**src/rtl/cruise_speed_ctrl_pkg.sv**
```systemverilog
// ---------------------------------------------------------------------------
// cruise_speed_ctrl_pkg
// Shared definitions for the cruise speed controller.
//   state_e             : FSM state encoding, also driven out on the state port
//   DEF_MIN_SPEED       : default lowest engageable/holdable cruise speed
//   DEF_MAX_SPEED       : default highest engageable/holdable cruise speed
//   DEF_STEP_CYCLES     : default throttle pulse period in clocks
// ---------------------------------------------------------------------------
package cruise_speed_ctrl_pkg;

  typedef enum logic [1:0] {
    ST_OFF     = 2'd0,
    ST_IDLE    = 2'd1,
    ST_CRUISE  = 2'd2,
    ST_SUSPEND = 2'd3
  } state_e;

  localparam logic [7:0] DEF_MIN_SPEED   = 8'd45;
  localparam logic [7:0] DEF_MAX_SPEED   = 8'd200;
  localparam int unsigned DEF_STEP_CYCLES = 4;

endpackage

```
**src/rtl/btn_edge.sv**
```systemverilog
// ---------------------------------------------------------------------------
// btn_edge
// Registers a raw button level and flags its rising edge.
//   clk    : system clock
//   rst_n  : asynchronous active-low reset (clears the level history)
//   btn_i  : raw button level
//   edge_o : one-cycle pulse when the registered level goes 0 -> 1
// Because the history resets to 0, a button held through reset release
// yields exactly one edge right after the first clock.
// ---------------------------------------------------------------------------
module btn_edge (
  input  logic clk,
  input  logic rst_n,
  input  logic btn_i,
  output logic edge_o
);

  logic level_q;
  logic prev_q;

  // NOTE: sequential state uses non-blocking assignments only, and the
  // asynchronous reset sits in the sensitivity list so it acts without a clock.
  always_ff @(posedge clk or negedge rst_n) begin
    if (!rst_n) begin
      level_q <= 1'b0;
      prev_q  <= 1'b0;
    end else begin
      level_q <= btn_i;
      prev_q  <= level_q;
    end
  end

  assign edge_o = level_q & ~prev_q;

endmodule

```
**src/rtl/cruise_speed_ctrl.sv**
```systemverilog
// ---------------------------------------------------------------------------
// cruise_speed_ctrl
// Cruise control FSM: holds a target speed and issues throttle step requests
// from an external magnitude compare of speed vs. cruise_speed.
//   clk, rst_n                    : clock, asynchronous active-low reset
//   sw_on, sw_off                 : power switch levels (sw_off dominates)
//   set/resume/inc/dec_btn        : raw button levels, acted on at rising edge
//   brake                         : brake pedal level
//   speed                         : current vehicle speed
//   gt, eq, lt                    : speed >, =, < cruise_speed (external)
//   cruise_speed                  : held target speed (compare B operand)
//   throttle_up, throttle_down    : registered single-cycle step requests
//   engaged                       : high only in CRUISE
//   state                         : encoded FSM state
// ---------------------------------------------------------------------------
module cruise_speed_ctrl
  import cruise_speed_ctrl_pkg::*;
#(
  parameter logic [7:0]  MIN_SPEED   = DEF_MIN_SPEED,
  parameter logic [7:0]  MAX_SPEED   = DEF_MAX_SPEED,
  parameter int unsigned STEP_CYCLES = DEF_STEP_CYCLES
) (
  input  logic       clk,
  input  logic       rst_n,
  input  logic       sw_on,
  input  logic       sw_off,
  input  logic       set_btn,
  input  logic       resume_btn,
  input  logic       inc_btn,
  input  logic       dec_btn,
  input  logic       brake,
  input  logic [7:0] speed,
  input  logic       gt,
  input  logic       eq,
  input  logic       lt,
  output logic [7:0] cruise_speed,
  output logic       throttle_up,
  output logic       throttle_down,
  output logic       engaged,
  output logic [1:0] state
);

  localparam int CW = (STEP_CYCLES > 1) ? $clog2(STEP_CYCLES) : 1;
  localparam logic [CW-1:0] CNT_LAST = CW'(STEP_CYCLES - 1);

  logic set_e, resume_e, inc_e, dec_e;

  btn_edge u_set    (.clk(clk), .rst_n(rst_n), .btn_i(set_btn),    .edge_o(set_e));
  btn_edge u_resume (.clk(clk), .rst_n(rst_n), .btn_i(resume_btn), .edge_o(resume_e));
  btn_edge u_inc    (.clk(clk), .rst_n(rst_n), .btn_i(inc_btn),    .edge_o(inc_e));
  btn_edge u_dec    (.clk(clk), .rst_n(rst_n), .btn_i(dec_btn),    .edge_o(dec_e));

  state_e        state_q, state_d;
  logic [7:0]    cs_q, cs_d;
  logic [CW-1:0] cnt_q, cnt_d;
  logic          up_q, up_d, dn_q, dn_d, eng_q, eng_d;
  logic          speed_ok;
  logic          stay_cruise;

  assign speed_ok = (speed >= MIN_SPEED) && (speed <= MAX_SPEED);

  // NOTE: every variable gets a default at the top of the block so no path
  // leaves it unassigned and no latch is inferred.
  always_comb begin
    state_d = state_q;
    cs_d    = cs_q;
    // Only the highest-priority event present is considered; a lower one in
    // the same cycle is dropped even if the higher one has no effect here.
    if (sw_off) begin
      state_d = ST_OFF;
      cs_d    = 8'd0;
    end else begin
      unique case (state_q)
        ST_OFF: begin
          if (sw_on) state_d = ST_IDLE;
        end
        ST_IDLE: begin
          if (!brake && set_e && speed_ok) begin
            state_d = ST_CRUISE;
            cs_d    = speed;
          end
        end
        ST_CRUISE: begin
          if (brake) begin
            state_d = ST_SUSPEND;
          end else if (set_e || resume_e) begin
            state_d = ST_CRUISE;
          end else if (inc_e) begin
            cs_d = (cs_q >= MAX_SPEED) ? MAX_SPEED : cs_q + 8'd1;
          end else if (dec_e) begin
            cs_d = (cs_q <= MIN_SPEED) ? MIN_SPEED : cs_q - 8'd1;
          end
        end
        ST_SUSPEND: begin
          if (brake) begin
            state_d = ST_SUSPEND;
          end else if (set_e) begin
            if (speed_ok) begin
              state_d = ST_CRUISE;
              cs_d    = speed;
            end
          end else if (resume_e && (cs_q != 8'd0)) begin
            state_d = ST_CRUISE;
          end
        end
        default: state_d = ST_OFF;
      endcase
    end
  end

  // The step counter only runs while cruise is held across the edge, so it
  // restarts from 0 on entry and pulses cannot leak out of CRUISE.
  assign stay_cruise = (state_q == ST_CRUISE) && (state_d == ST_CRUISE);

  always_comb begin
    cnt_d = '0;
    up_d  = 1'b0;
    dn_d  = 1'b0;
    eng_d = (state_d == ST_CRUISE);
    if (stay_cruise && !eq) begin
      cnt_d = (cnt_q == CNT_LAST) ? '0 : cnt_q + CW'(1);
      up_d  = (cnt_q == CNT_LAST) && lt;
      dn_d  = (cnt_q == CNT_LAST) && gt && !lt;
    end
  end

  always_ff @(posedge clk or negedge rst_n) begin
    if (!rst_n) begin
      state_q <= ST_OFF;
      cs_q    <= 8'd0;
      cnt_q   <= '0;
      up_q    <= 1'b0;
      dn_q    <= 1'b0;
      eng_q   <= 1'b0;
    end else begin
      state_q <= state_d;
      cs_q    <= cs_d;
      cnt_q   <= cnt_d;
      up_q    <= up_d;
      dn_q    <= dn_d;
      eng_q   <= eng_d;
    end
  end

  assign cruise_speed  = cs_q;
  assign throttle_up   = up_q;
  assign throttle_down = dn_q;
  assign engaged       = eng_q;
  assign state         = state_q;

endmodule

```
**config.mk**
```make
export PLATFORM = sky130hd
export DESIGN_NAME = cruise_speed_ctrl
export DESIGN_NICKNAME = d
export VERILOG_FILES = /design/src/rtl/cruise_speed_ctrl_pkg.sv /design/src/rtl/btn_edge.sv /design/src/rtl/cruise_speed_ctrl.sv
export SDC_FILE = /design/constraint.sdc
export NUM_CORES = 1
export LEC_CHECK = 0
export ABC_AREA = 1
export CAP_MARGIN = 20
export CORE_MARGIN = 2
export CORE_UTILIZATION = 33
export DETAILED_ROUTE_END_ITERATION = 7
export PLACE_DENSITY = 0.66
export SYNTH_ARGS = -nofsm -noshare
export SYNTH_HDL_FRONTEND = slang
export SYNTH_HIERARCHICAL = 1
export SYNTH_SLANG_ARGS = --single-unit
```
**constraint.sdc**
```tcl
create_clock -name clk -period 1.7 [get_ports clk]
set_input_delay 0.255 -clock clk [delete_from_list [all_inputs] [get_ports clk]]
set_output_delay 0.255 -clock clk [all_outputs]
set_load 0.005 [all_outputs]
```
==> flow_summary.toml, run 1 <==
[floorplan]
ioPinCount = 33
fp.dieH_um = 72.79
core_area_mm2 = 0.004629
row_count = 25
start_util = 0.3373
die_w_um = 72.79
die-area_mm2 = 0.005298

[final_layout]
diodes = 0
multiInputGateArea_um2 = 882.1
final_common_cell = "nand2_1"
syn_to_final_growth_pct = 35.98
nets = 283
drive_gt1_frac = 0.2442
fill_cells = 462
stdcell_count = 312
mostFrequentLayoutCells = "nand2_1 (47), clkdlybuf4s50_1 (31), inv_1 (23)"
fin_util = 0.4586
regArea_um2 = 576.8

[sta]
setup_viol = 0
tightest_slew_ps = 350.5
max_freq_ghz = 0.6322
fin_crit_sh = 0.9304
relSlewSlack = 0.7661
fin_crit_ps = 1582
finalHoldViolCount = 0
slew_viol_final = 0
finClkSkew_ps = 1.363

[clock_network]
cts_num_sinks = 23
holdBufCountCts = 0
clockBufferDepth = 2
htreeDepth = 1
cts_root_buf = "clkbuf_8"
cts_buffers = 3
cts_tree = "done"
clk_pin_slew_ps = 80
clk_latency_ps = 260

[worst_setup_path]
timing.rr.start = "cruise_speed[1]"
cp.arrival_ps = 1740
cpMostUsedCell = "nand3_1"
start_kind = "flop"
worstPathRequired_ps = 1860
reg2reg_depth = 9
crit_fanout = 4
crit_type = "reg -> reg"
end_kind = "flop"
critPathMaxStageDelay_ps = 390
cp_slowest_cell = "dfrtp_1"
critical_path.cell_chain = "buf_4, ha_1, or2_2, nand3_1, a21oi_1, o21ai_2, nand2_1, nand3_1, o21ai_1"
rrSetupSlack_ps = 120
timing.rr.end = "cruise_speed[2]"

[route]
wl_um = 3818
antenna_left = 0
vias = 1506
drtIter0Drc = 67
vias_per_cell = 4.827
drtPass1Iterations = 4
drcViolationCount = 0
wl_per_cell_um = 12.24

[power_and_ir_drop]
powerDensity_mw_per_mm2 = 616.2
power_mw = 1.308
peakVddDrop_uv = 368.3
leakagePower_nw = 0.9945

[synthesis]
yosysWarningCount = 6
ys_seq_elements = 23
synthAdderAreaFrac = 0.03205
seq_area_frac_synth = 0.3686
synthMuxAreaShare = 0
synth.distinct_cells = 30
synth_compound_area_frac = 0.1034
synth.avg_cell_area_um2 = 7.400
synth_top_family_by_area = "simple AND/OR/NAND/NOR gates"
yosys.area_share.simple = 0.3862
synth.cell_area_mm2 = 0.001561
synth-xor-area-share = 0.02244
syn_inst = 211
synthesis.nets = 235

[grt]
grt_pass1_vias = 1421
grt_pass1_wl_um = 6472
gr-total-overflow = 0
track_usage = 0.1570
grt_max_degree = 24
antenna_found_initial = 0

[job]
drv_cap = 0

[placed_design]
dp_hpwl_um = 3045
dp.cells = 307
routabilityCongestion = 0.8642
portBuffers = 32

[run_status]
status = "finished, final reports clean"

[hold_path]
hp-class = "in -> async"
-- layer usage --
layer,vias to the layer above,GRT usage,wire length [um]
li1,770,-,-
met4,0,0.06379,70
met3,9,0.02348,175
met2,45,0.2606,1883
met1,682,0.2049,1688
met5,-,0,0
-- synth_stat cells --
library cell	count	area [um^2]
a31oi_1	1	6.260
nor2_4	1	11.26
nand3_2	2	20.02
nor3_1	1	5.000
nor3_2	4	40.04
nand4_4	1	21.27
nor2_2	8	50.05
nand2_1	48	180.2
o211ai_1	1	7.510
o21ai_0	10	50.05
nor2_1	16	60.06
o21ai_1	7	35.03
clkinv_4	1	8.760
nand3_1	18	90.09
a21oi_2	2	17.52
a21oi_1	9	45.04
inv_2	5	18.77
nand3b_1	2	15.01
nand2_4	1	11.26
nand2_2	6	37.54
dfrtp_1	23	575.6
inv_1	25	93.84
buf_2	1	5.000
nand3_4	1	17.52
nand4_1	3	18.77
inv_4	1	6.260
xor2_1	4	35.03
or2_2	4	25.02
ha_1	4	50.05
clkinv_1	1	3.750
-- where the power goes --
group / switching, mW / total (mW) / internal [mW]
Clock: 0.182 / 0.348 / 0.166
Combinational: 0.191 / 0.357 / 0.166
Sequential: 0.0311 / 0.603 / 0.572
Total: 0.405 / 1.31 / 0.903
-- through the flow --
stage / instance area (um^2) / setup TNS, ps / setup WS, ps / hold WS (ps)
after floorplan: 1562 / 0 / 201.9 / -40.59
after global placement: 2027 / -1577 / -147.9 / 357.9
after detailed placement: 2027 / -1829 / -179.9 / 360.8
after CTS: 2076 / 0 / 48.73 / 333.2
after global routing: 2123 / -69.52 / -56.00 / 384.4
final: 2123 / 0 / 118.3 / 327.7
-- final cells by class --
cell class | instances | share of cell area
clock buffer | 3 | 0.01945
tap | 54 | 0.03182
clock inverter | 1 | 0.003536
multi-input combinational | 154 | 0.4154
sequential | 23 | 0.2717
timing repair buffer | 44 | 0.1962
inverter | 33 | 0.06187
-- registers in the layout (all words and copies together), names as in the netlist --
signal and cells:
throttle_down 1, u_inc/prev_q 1, engaged 1, u_dec/level_q 1, cnt_q 2, u_resume/prev_q 1
u_dec/prev_q 1, u_set/prev_q 1, cruise_speed 8, throttle_up 1, u_set/level_q 1, u_inc/level_q 1
u_resume/level_q 1, state 2
-- worst max-delay path by stage --
| stage | from | to | slack (ps) | depth (start not counted) |
|---|---|---|---|---|
| 2_1_floorplan | cruise_speed[0] | cruise_speed[3] | 200 | 10 |
| 3_3_place_gp | speed[4] | throttle_down | -150 | 10 |
| 5_1_grt | cruise_speed[3] | cruise_speed[3] | -60 | 10 |
| 3_5_place_dp | speed[4] | cnt_q[1] | -180 | 10 |
| 4_1_cts | cruise_speed[1] | cruise_speed[1] | 50 | 11 |
| 6_report | cruise_speed[1] | cruise_speed[2] | 120 | 9 |
-- what timing repair did --
item,CTS,global route
setup buffers,0,1
endpoints found under the setup margin,0,7
gates resized for setup,0,14
-- critical path: cells and delay by family (launching register included) --
family / cells / cell delay [ps]
adders and majority gates: 1 / 210
and+or+nand+nor: 4 / 510
buffers and inverters: 1 / 160
DFF: 1 / 390
AOI/OAI and AO/OA: 3 / 200
-- kinds of logic after synthesis --
family          Yosys count
simple gates            116
fa+ha+maj                 4
flops                    23
buf+inv                  34
xor+xnor                  4
compound gates           30
Power figures use the tool's default switching activity.
==> run 2, diff against run 1 <==
- CORE_UTILIZATION: 33 -> 40
- PLACE_DENSITY: 0.66 -> 0.75
==> flow_summary.toml, run 2 (synthesis gave the netlist of run 1 again) <==
[run_status]
status = "finished, final reports clean"

[grt]
grt_pass1_wl_um = 6175
gr-total-overflow = 0
track_usage = 0.1842
grt_max_degree = 24
antenna_found_initial = 0
grt_pass1_vias = 1401

[sta]
finalHoldViolCount = 0
setup_viol = 0
fin_crit_ps = 1588
slew_viol_final = 0
finClkSkew_ps = 4.991
relSlewSlack = 0.8085
layout_setup_ws_ps = 111.7
max_freq_ghz = 0.6296
tightest_slew_ps = 287.0
hold_slack_ps = 323.1
fin_crit_sh = 0.9343

[route]
antenna_left = 0
drtIter0Drc = 118
wl_per_cell_um = 12.05
drtPass1Iterations = 4
vias = 1514
drcViolationCount = 0
vias_per_cell = 4.964
wl_um = 3675

[floorplan]
core_area_mm2 = 0.003716
start_util = 0.4202
row_count = 22
die_w_um = 66.48
ioPinCount = 33
die-area_mm2 = 0.004420
fp.dieH_um = 66.48

[clock_network]
clockBufferDepth = 2
htreeDepth = 1
cts_num_sinks = 23
clk_pin_slew_ps = 80
cts_tree = "done"
holdBufCountCts = 0
cts_root_buf = "clkbuf_8"
cts_buffers = 3
clk_latency_ps = 270

[final_layout]
stdcell_count = 305
largest_reg_flops = 8
syn_to_final_growth_pct = 33.01
mostFrequentLayoutCells = "nand2_1 (48), clkdlybuf4s50_1 (32), inv_1 (25)"
diodes = 0
fill_cells = 360
final_common_cell = "nand2_1"
nets = 282
drive_gt1_frac = 0.2140

[power_and_ir_drop]
powerDensity_mw_per_mm2 = 622.6
power_mw = 1.293
peakVddDrop_uv = 382.2
leakagePower_nw = 0.9772

[job]
drv_cap = 0

[worst_setup_path]
crit_type = "reg -> reg"
cp.arrival_ps = 1750
start_kind = "flop"
worstPathRequired_ps = 1860
rrSetupSlack_ps = 110
crit_fanout = 5
end_kind = "flop"

[hold_path]
hp-class = "in -> async"

[placed_design]
pre_cts_slack_ps = -161.4
dp.cells = 301
portBuffers = 32
routabilityCongestion = 0.8780
dp_hpwl_um = 2993
==> run 2: cell count changes in the layout (fill, tap and decap cells not counted), sizes merged <==
cell	delta
dlymetal6s2s	-1
buf	-1
clkdlybuf4s50	+1
==> run 2: what timing repair did <==
item	CTS	global route
gates resized for setup	0	6
buffers inserted	0	0
setup endpoints to repair	0	6
==> run 2: cell type report <==
| type | count | area (um^2) | share of cell area |
|---|---|---|---|
| Tap cell | 48 | 60.06 | 0.02892 |
| Clock buffer | 3 | 41.29 | 0.01988 |
| Inverter | 33 | 131.4 | 0.06325 |
| Clock inverter | 1 | 7.507 | 0.003614 |
| Timing Repair Buffer | 43 | 402.9 | 0.1940 |
| Sequential cell | 23 | 575.6 | 0.2771 |
| Multi-Input combinational cell | 154 | 858.3 | 0.4133 |
==> run 2: final timing paths <==
path                                  startpoint              end  cells after the start
min in group clk                u_resume/level_q  u_resume/prev_q                      0
worst min register to register  u_resume/level_q  u_resume/prev_q                      0
worst max-delay path             cruise_speed[0]  cruise_speed[2]                      9
worst min-delay path                       rst_n          engaged                      2
max in group asynchronous                  rst_n  cruise_speed[7]                      2
worst max register to register   cruise_speed[0]  cruise_speed[2]                      9
==> run 2: worst max-delay path, stage by stage, from the launching register on <==
cell and delay (ps):
dfrtp_1 380, buf_4 150, ha_1 210, or2_2 280
nand3_1 80, a21oi_1 60, o21ai_1 110, nand2_1 70
nand3_1 80, o21ai_1 60
==> run 2: power breakdown <==
group          total (mW)  leakage, nW  switching, mW  internal, mW
logic               0.342        0.656          0.182         0.160
clock network       0.349       0.0217          0.183         0.166
registers           0.602        0.299         0.0308         0.572
==> run 2: per-stage QoR <==
step	instance area, um^2	setup TNS, ps	util
after floorplan	1562	0	-
final	2077	0	0.5589
after detailed placement	2019	-1368	0.5434
after global routing	2077	-3.744	0.5589
after global placement	2019	-677.3	0.5434
after CTS	2068	0	0.5566
==> run 2: routing by layer <==
layer / track usage / share of wire
met5: 0 / 0
met4: 0.07653 / 0.018
met3: 0.02196 / 0.036
met2: 0.3075 / 0.49
met1: 0.2406 / 0.46
